$ cat config.mk
export PLATFORM = sky130hd
export DESIGN_NAME = mem_ctrl
export DESIGN_NICKNAME = d
export VERILOG_FILES = /design/src/rtl/mem_ctrl.sv
export SDC_FILE = /design/constraint.sdc
export NUM_CORES = 1
export LEC_CHECK = 0
export CELL_PAD_IN_SITES_DETAIL_PLACEMENT = 0
export CELL_PAD_IN_SITES_GLOBAL_PLACEMENT = 1
export CORE_MARGIN = 2
export CORE_UTILIZATION = 32
export CTS_BUF_LIST = sky130_fd_sc_hd__clkbuf_4 sky130_fd_sc_hd__clkbuf_8 sky130_fd_sc_hd__clkbuf_16
export DETAILED_ROUTE_END_ITERATION = 7
export GPL_TIMING_DRIVEN = 0
export HOLD_SLACK_MARGIN = 0.12
export PLACE_DENSITY_LB_ADDON = 0.1
export SYNTH_ARGS = -nofsm -noshare
export SYNTH_HDL_FRONTEND = slang
export SYNTH_SLANG_ARGS = --single-unit
$ cat constraint.sdc
create_clock -name clk -period 2.6 [get_ports clk]
set_input_delay 0.65 -clock clk [delete_from_list [all_inputs] [get_ports clk]]
set_output_delay 0.65 -clock clk [all_outputs]
set_load 0.005 [all_outputs]
$ cat src/rtl/mem_ctrl.sv
// Purpose : byte-serial controller sharing one 8-bit RAM port between instruction fetch and the MEM stage.
// Latency : reads finish N+1 edges after acceptance and writes N edges after, for N = 1/2/4 bytes. Done pulses one cycle.
// Backpres: requesters hold req until their done. busy is high for the whole transaction and feeds the stall controller.
//
// Ports
//   clk, rst                    clock, synchronous active-high reset
//   if_req/if_addr              fetch request (always one word)
//   if_done/if_inst             fetch done pulse and fetched word (held until next if_done)
//   mem_req/we/len/addr/wdata   data request; len 0/1/2-3 = 1/2/4 bytes, little-endian
//   mem_done/mem_rdata          data done pulse and zero-extended read data
//   flush                       cancels a pending or in-flight fetch
//   busy                        high while not idle
//   ram_a/ram_dout/ram_wr       registered RAM address, write byte, write enable
//   ram_din                     RAM read byte, valid the cycle after its address
module mem_ctrl (
   input  logic        clk,
   input  logic        rst,
   input  logic        if_req,
   input  logic [31:0] if_addr,
   output logic        if_done,
   output logic [31:0] if_inst,
   input  logic        mem_req,
   input  logic        mem_we,
   input  logic [1:0]  mem_len,
   input  logic [31:0] mem_addr,
   input  logic [31:0] mem_wdata,
   output logic        mem_done,
   output logic [31:0] mem_rdata,
   input  logic        flush,
   output logic        busy,
   output logic [31:0] ram_a,
   output logic [7:0]  ram_dout,
   output logic        ram_wr,
   input  logic [7:0]  ram_din
);

   typedef enum logic [1:0] {
      IDLE   = 2'd0,
      IF_RD  = 2'd1,
      MEM_RD = 2'd2,
      MEM_WR = 2'd3
   } state_e;

   state_e      state_q,     state_d;
   logic [2:0]  cnt_q,       cnt_d;
   logic [2:0]  nbytes_q,    nbytes_d;
   logic [31:0] wdata_q,     wdata_d;
   logic [31:0] rbuf_q,      rbuf_d;
   logic [31:0] ram_a_q,     ram_a_d;
   logic [7:0]  ram_dout_q,  ram_dout_d;
   logic        ram_wr_q,    ram_wr_d;
   logic        if_done_q,   if_done_d;
   logic [31:0] if_inst_q,   if_inst_d;
   logic        mem_done_q,  mem_done_d;
   logic [31:0] mem_rdata_q, mem_rdata_d;

   // Read word with the byte arriving this cycle merged in.
   logic [31:0] rd_word;

   function automatic logic [2:0] len_to_n(input logic [1:0] len);
      case (len)
         2'd0:    len_to_n = 3'd1;
         2'd1:    len_to_n = 3'd2;
         default: len_to_n = 3'd4;
      endcase
   endfunction

   function automatic logic [7:0] byte_sel(input logic [31:0] w, input logic [1:0] idx);
      case (idx)
         2'd0:    byte_sel = w[7:0];
         2'd1:    byte_sel = w[15:8];
         2'd2:    byte_sel = w[23:16];
         default: byte_sel = w[31:24];
      endcase
   endfunction

   // In a read state cnt_q counts edges since acceptance; the byte for
   // address base+k lands on ram_din when cnt_q == k+1.
   always_comb begin
      rd_word = rbuf_q;
      case (cnt_q)
         3'd1:    rd_word[7:0]   = ram_din;
         3'd2:    rd_word[15:8]  = ram_din;
         3'd3:    rd_word[23:16] = ram_din;
         3'd4:    rd_word[31:24] = ram_din;
         default: rd_word        = rbuf_q;
      endcase
   end

   always_comb begin
      state_d     = state_q;
      cnt_d       = cnt_q;
      nbytes_d    = nbytes_q;
      wdata_d     = wdata_q;
      rbuf_d      = rbuf_q;
      ram_a_d     = ram_a_q;
      ram_dout_d  = ram_dout_q;
      ram_wr_d    = 1'b0;
      if_done_d   = 1'b0;
      if_inst_d   = if_inst_q;
      mem_done_d  = 1'b0;
      mem_rdata_d = mem_rdata_q;

      case (state_q)
         IDLE: begin
            // The done cycle is skipped so a requester can drop or
            // replace its request before being considered again.
            if (!if_done_q && !mem_done_q) begin
               if (mem_req) begin
                  nbytes_d = len_to_n(mem_len);
                  wdata_d  = mem_wdata;
                  ram_a_d  = mem_addr;
                  rbuf_d   = 32'd0;
                  if (mem_we) begin
                     // First byte goes out straight away in the next cycle.
                     state_d    = MEM_WR;
                     ram_dout_d = mem_wdata[7:0];
                     ram_wr_d   = 1'b1;
                     cnt_d      = 3'd1;
                  end else begin
                     state_d = MEM_RD;
                     cnt_d   = 3'd0;
                  end
               end else if (if_req && !flush) begin
                  state_d  = IF_RD;
                  nbytes_d = 3'd4;
                  ram_a_d  = if_addr;
                  rbuf_d   = 32'd0;
                  cnt_d    = 3'd0;
               end
            end
         end

         IF_RD, MEM_RD: begin
            if (state_q == IF_RD && flush) begin
               // Abandon the fetch; bytes still in flight are ignored.
               state_d = IDLE;
               cnt_d   = 3'd0;
            end else begin
               if (cnt_q + 3'd1 < nbytes_q) begin
                  ram_a_d = ram_a_q + 32'd1;
               end
               rbuf_d = rd_word;
               if (cnt_q == nbytes_q) begin
                  state_d = IDLE;
                  cnt_d   = 3'd0;
                  if (state_q == IF_RD) begin
                     if_done_d = 1'b1;
                     if_inst_d = rd_word;
                  end else begin
                     mem_done_d  = 1'b1;
                     mem_rdata_d = rd_word;
                  end
               end else begin
                  cnt_d = cnt_q + 3'd1;
               end
            end
         end

         MEM_WR: begin
            // cnt_q = bytes already presented on the RAM port.
            if (cnt_q == nbytes_q) begin
               state_d    = IDLE;
               cnt_d      = 3'd0;
               mem_done_d = 1'b1;
            end else begin
               ram_a_d    = ram_a_q + 32'd1;
               ram_dout_d = byte_sel(wdata_q, cnt_q[1:0]);
               ram_wr_d   = 1'b1;
               cnt_d      = cnt_q + 3'd1;
            end
         end

         default: begin
            state_d = IDLE;
            cnt_d   = 3'd0;
         end
      endcase
   end

   always_ff @(posedge clk) begin
      if (rst) begin
         state_q     <= IDLE;
         cnt_q       <= 3'd0;
         nbytes_q    <= 3'd0;
         wdata_q     <= 32'd0;
         rbuf_q      <= 32'd0;
         ram_a_q     <= 32'd0;
         ram_dout_q  <= 8'd0;
         ram_wr_q    <= 1'b0;
         if_done_q   <= 1'b0;
         if_inst_q   <= 32'd0;
         mem_done_q  <= 1'b0;
         mem_rdata_q <= 32'd0;
      end else begin
         state_q     <= state_d;
         cnt_q       <= cnt_d;
         nbytes_q    <= nbytes_d;
         wdata_q     <= wdata_d;
         rbuf_q      <= rbuf_d;
         ram_a_q     <= ram_a_d;
         ram_dout_q  <= ram_dout_d;
         ram_wr_q    <= ram_wr_d;
         if_done_q   <= if_done_d;
         if_inst_q   <= if_inst_d;
         mem_done_q  <= mem_done_d;
         mem_rdata_q <= mem_rdata_d;
      end
   end

   assign busy      = (state_q != IDLE);
   assign ram_a     = ram_a_q;
   assign ram_dout  = ram_dout_q;
   assign ram_wr    = ram_wr_q;
   assign if_done   = if_done_q;
   assign if_inst   = if_inst_q;
   assign mem_done  = mem_done_q;
   assign mem_rdata = mem_rdata_q;

endmodule

==> flow_summary.ini, run 1 <==
[setup_path]
critPathSlowestCell = clkdlybuf4s50_1
path_depth = 7
critPathArrivalTime_ns = 2.86
cp.required_ns = 2.93
crit_path_max_fanout = 8
crit_family = compound AO/OA/AOI/OAI gates
cp-start-kind = input port
crit_chain = clkdlybuf4s50_1, nor2b_1, o21ai_1, or2_1, a32oi_2, a21oi_1, a22o_1
crit_type = in -> reg
worstRegToRegCells = 11
cp-end-kind = flop
cpPeakStageDelay_ns = 0.55
cp_num_buf_inv = 1

[synth]
synth_nets = 1066
yosys-top-cells-count = dfxtp_1, nor2_1, nand2_1, a21oi_1, a211oi_1
synth_warnings = 0
synth_area_um2 = 8200
synthArstFlopShare = 0
synthCells = 942
netlist_top_cells_area = dfxtp_1, mux2i_1, a211oi_1, nor2_1, nand2_1
avgSynthCellArea_um2 = 8.71
synth_edf_count = 0
synth-main-ff-cell = dfxtp_1
yosysSeqAreaShare = 0.437
synth_most_common_cell = dfxtp_1
synth-seq-cells = 179
ys_types = 59
synth_top_cell_by_area = dfxtp_1
yosys.area.top_type_share = 0.437

[layout]
area_delta_synth_final_pct = 40.9
fin_util = 0.459
drive_above_1_share = 0.0844
n_fill_cell = 2522
num-nets-final = 1308

[run]
maxCapViolations = 0

[timing]
clock_skew_ns = 0.0290
relSlewSlack = 0.502
final.period_utilization = 0.975
maxSlewViolCount = 0
fmax_mhz = 395
fin_crit_ns = 2.53
worst_slew_pin_slew_ns = 0.748
setup_viol = 0
hold_viol_final = 0
rsz0062_at_grt = yes
worst_hold_slack_ns = 0.454

[route]
vias = 8058
drcViolationCount = 0
drtIter0Drc = 549
routedWlPerCell_um = 19.3
ant_nets = 0
drt_wl_total_mm = 29.5
vias_per_cell = 5.28
dr.pass1.iters = 5

[die]
die_h_um = 164
num_io_pins = 220
coreArea_um2 = 25200
rows = 58
dieArea_um2 = 26900
initial_core_util = 0.326
die_w_um = 164

[global_routing]
grt_pass1_wl_mm = 45.4
grt_max_degree = 19
grt_util_all_layers = 0.221
antenna_found_initial = 2
grt_pass1_vias = 7892
overflow = 0

[clock_tree]
cts_tree = built
cts_buffer_depth = 2
cts_root_buf = clkbuf_16
clock_sinks = 179
clk_latency_ns = 0.45
numCtsBuffers = 17
cts.htree.levels = 4
clk_pin_slew_worst_paths_ns = 0.07

[placement]
portBuffers = 219
dp.final_hpwl_mm = 22.0
gp_congestion = 0.855

[outcome]
status = complete, no violations

[worst_hold_path]
min_delay_path_depth = 2
hold_path.class = reg -> reg

[pwr]
p_leak_nw = 4.13
pwr_density_cell_nw_per_um2 = 782
max-vdd-ir-drop_mv = 0.376
[kinds of logic after synthesis]
kind of cell | synth area share
adders and majority gates | 0.0183
AOI/OAI and AO/OA | 0.236
muxes | 0.0868
buffers and inverters | 0.0477
xor gates and xnor gates | 0.00214
DFF | 0.437
and+or+nand+nor | 0.172
[flip-flops by register name (all words and copies together) (netlist names)]
register   cells
ram_wr         1
rbuf_q        32
nbytes_q       3
wdata_q       32
ram_dout       8
if_inst       32
mem_rdata     32
if_done        1
state_q        2
cnt_q          3
mem_done       1
ram_a         32
[where the power goes]
part	leakage, nW	internal (mW)	switching, mW	total, mW
clock network	0.290	1.37	1.27	2.65
registers	1.46	3.13	0.345	3.48
logic	2.38	1.38	1.54	2.92
[layer usage]
metal / global-route usage / part of all wire / routed length, µm
met5: 0 / 0.00044 / 13
met2: 0.359 / 0.46 / 13700
met4: 0.0550 / 0.014 / 408
met3: 0.0391 / 0.045 / 1340
met1: 0.302 / 0.48 / 14100
[area by class of cell]
type                            instances  area [µm²]  area share
Tap cell                              330         413      0.0357
Inverter                               12        47.5     0.00411
Buffer                                 74         390      0.0338
Sequential cell                       179        3590       0.311
Clock buffer                           17         425      0.0368
Multi-Input combinational cell        677        4300       0.372
Clock inverter                         14         171      0.0148
Antenna cell                            1        2.50    0.000216
Timing Repair Buffer                  223        2220       0.192
[layout by cell type (no fill, tap or decap), types with 5 or more instances in the layout]
master,n
o21ai_0,32
ha_1,10
nand4_1,7
clkbuf_16,18
mux2i_1,70
buf_4,9
a22oi_1,5
inv_1,11
nor2_1,113
a211oi_1,79
and3_1,6
o31ai_1,5
nand3_1,13
buf_1,10
nor3_1,18
o221a_2,6
clkbuf_1,32
nand2_1,110
buf_2,21
dfxtp_1,175
clkdlybuf4s50_1,218
a22o_1,32
a31oi_1,5
a222oi_1,8
nor2b_1,12
a21oi_1,78
o21ai_1,7
[through the flow]
stage	power (mW)	TNS (ns)	instances	setup WS (ns)	cell area, µm²
floorplan	4.88	0	942	0.181	8200
global placement	6.32	-32.18	1491	-0.570	10800
detailed placement	6.32	-32.32	1491	-0.582	10800
CTS	9.04	0	1524	0.00608	11500
global route	9.52	-0.0863	1527	-0.0246	11600
finish	9.04	0	1527	0.0653	11600
[worst min-delay path, stage by stage (launching register included)]
cell	delay, ns
dfxtp_1	0.31
nand2_1	0.05
a21oi_1	0.05
[worst paths after layout]
kind | start | slack [ns] | end
max | flush | 0.07 | rbuf_q[10]
min | wdata_q[3] | 0.45 | wdata_q[3]
max reg2reg | cnt_q[0] | 0.14 | ram_a[25]
min reg2reg | wdata_q[3] | 0.45 | wdata_q[3]
[timing repair]
item | 4_1_cts | 5_1_grt
endpoints found under the hold margin | 0 | 0
pin swaps | 1 | 3
resized for setup | 25 | 14
buffers inserted | 2 | 2
endpoints found under the setup margin | 57 | 33
hold buffers | 0 | 0
Power figures use the tool's default switching activity.
==> run 2, diff against run 1 <==
--- a/config.mk
+++ b/config.mk
@@ -14,6 +14,7 @@
 export GPL_TIMING_DRIVEN = 0
 export HOLD_SLACK_MARGIN = 0.12
 export PLACE_DENSITY_LB_ADDON = 0.1
+export RECOVER_POWER = 100
 export SYNTH_ARGS = -nofsm -noshare
 export SYNTH_HDL_FRONTEND = slang
 export SYNTH_SLANG_ARGS = --single-unit
==> constraint.sdc (replaced) <==
create_clock -name clk -period 2.6 [get_ports clk]
set_input_delay 0.65 -clock clk [delete_from_list [all_inputs] [get_ports clk]]
set_output_delay 0.65 -clock clk [all_outputs]
set_load 0.05 [all_outputs]
==> flow_summary.ini, run 2 (synthesized netlist as in run 1, its figures left out) <==
[outcome]
status = complete, no violations

[clock_tree]
cts_root_buf = clkbuf_16
clk_pin_slew_worst_paths_ns = 0.07
clock_sinks = 179
cts_hold_buf = 0
cts_buffer_depth = 2
clk_latency_ns = 0.45
numCtsBuffers = 17
cts.htree.levels = 4
cts_tree = built

[layout]
num-nets-final = 1307
drive_above_1_share = 0.0820
final_common_cell = dfxtp_1
mostFrequentLayoutCells = dfxtp_1, clkdlybuf4s50_1, nor2_1
fin_util = 0.457
area_delta_synth_final_pct = 40.4

[pwr]
p_leak_nw = 4.42
pwr_density_cell_nw_per_um2 = 862
power_mw = 9.93
max-vdd-ir-drop_mv = 0.394

[route]
drt_wl_total_mm = 29.3
drcViolationCount = 0
vias_per_cell = 5.21
dr.pass1.iters = 5
ant_nets = 0
vias = 7958
drtIter0Drc = 508
routedWlPerCell_um = 19.2

[setup_path]
critPathArrivalTime_ns = 2.87
cp.required_ns = 2.93
crit_type = in -> reg
worstRegToRegCells = 11
crit_path_max_fanout = 8
reg2reg_setup_slack_ns = 0.11
cp-end-kind = flop
worstReg2RegStart = cnt_q[0]
timing.rr.end = ram_a[27]
cp-start-kind = input port

[timing]
worst_hold_slack_ns = 0.456
relSlewSlack = 0.498
setup_viol = 0
rsz0062_at_grt = yes
fin_setup_tns_ns = 0
fmax_mhz = 394
clock_skew_ns = 0.0282
fin_crit_ns = 2.54
worst_slew_pin_slew_ns = 0.753
hold_viol_final = 0
final.period_utilization = 0.977
setup_ws_ns = 0.0597
maxSlewViolCount = 0

[global_routing]
grt_pass1_vias = 7897
antenna_found_initial = 2
overflow = 0
grt_pass1_wl_mm = 45.5
grt_max_degree = 19
grt_util_all_layers = 0.221

[run]
maxCapViolations = 0

[die]
num_io_pins = 220
coreArea_um2 = 25200
die_w_um = 164
die_h_um = 164
initial_core_util = 0.326
rows = 58
dieArea_um2 = 26900

[placement]
dp.final_hpwl_mm = 22.0
gp_congestion = 0.855
post-place-ws_ns = -0.748
portBuffers = 219

[worst_hold_path]
hold_path.class = reg -> reg
min_to = wdata_q[3]
min_from = wdata_q[3]
min_delay_path_depth = 2
-- run 2: worst max-delay path: stages --
cell and delay (ns):
clkdlybuf4s50_1 0.55, nor2b_1 0.32, o21ai_1 0.13, or2_1 0.32
a32oi_2 0.33, a21oi_1 0.31, a22o_1 0.27
-- run 2: power by group --
part           switching [mW]  internal [mW]  total (mW)  leakage (nW)
clock network            1.27           1.37        2.64         0.290
logic                    2.58           1.25        3.83          2.67
registers               0.331           3.13        3.46          1.46
total                    4.18           5.75        9.93          4.42
-- run 2: metrics by stage --
step	std cells	area, µm²
6_report	1526	11500
3_3_place_gp	1491	10800
3_5_place_dp	1491	10800
2_1_floorplan	942	8200
4_1_cts	1524	11500
5_1_grt	1526	11500
-- run 2: worst max-delay path by stage --
stage / to / start / slack [ns]
floorplan: ram_a[17] / cnt_q[0] / 0.18
detailed placement: busy / state_q[0] / -0.75
global placement: busy / state_q[0] / -0.77
CTS: ram_a[19] / cnt_q[0] / 0.006
finish: rbuf_q[10] / flush / 0.06
global route: rbuf_q[8] / flush / -0.02
-- run 2: what timing repair did --
item,4_1_cts,5_1_grt
cloned,0,0
endpoints found under the setup margin,57,40
gates resized for setup,25,16
setup buffers,2,2
pin swaps,1,3
-- run 2: final cells by class --
cell class | count | area [µm²]
Antenna cell | 1 | 2.50
Buffer | 73 | 358
Clock buffer | 17 | 425
Clock inverter | 14 | 171
Fill cell | 2527 | 13700
Inverter | 12 | 45.0
Multi-Input combinational cell | 677 | 4290
Sequential cell | 179 | 3590
Tap cell | 330 | 413
Timing Repair Buffer | 223 | 2220
-- run 2: per-layer routing --
metal  routed length, µm  GRT usage
met5                  13          0
met4                 386     0.0550
met3                1260     0.0391
met2               13700      0.359
met1               14000      0.302
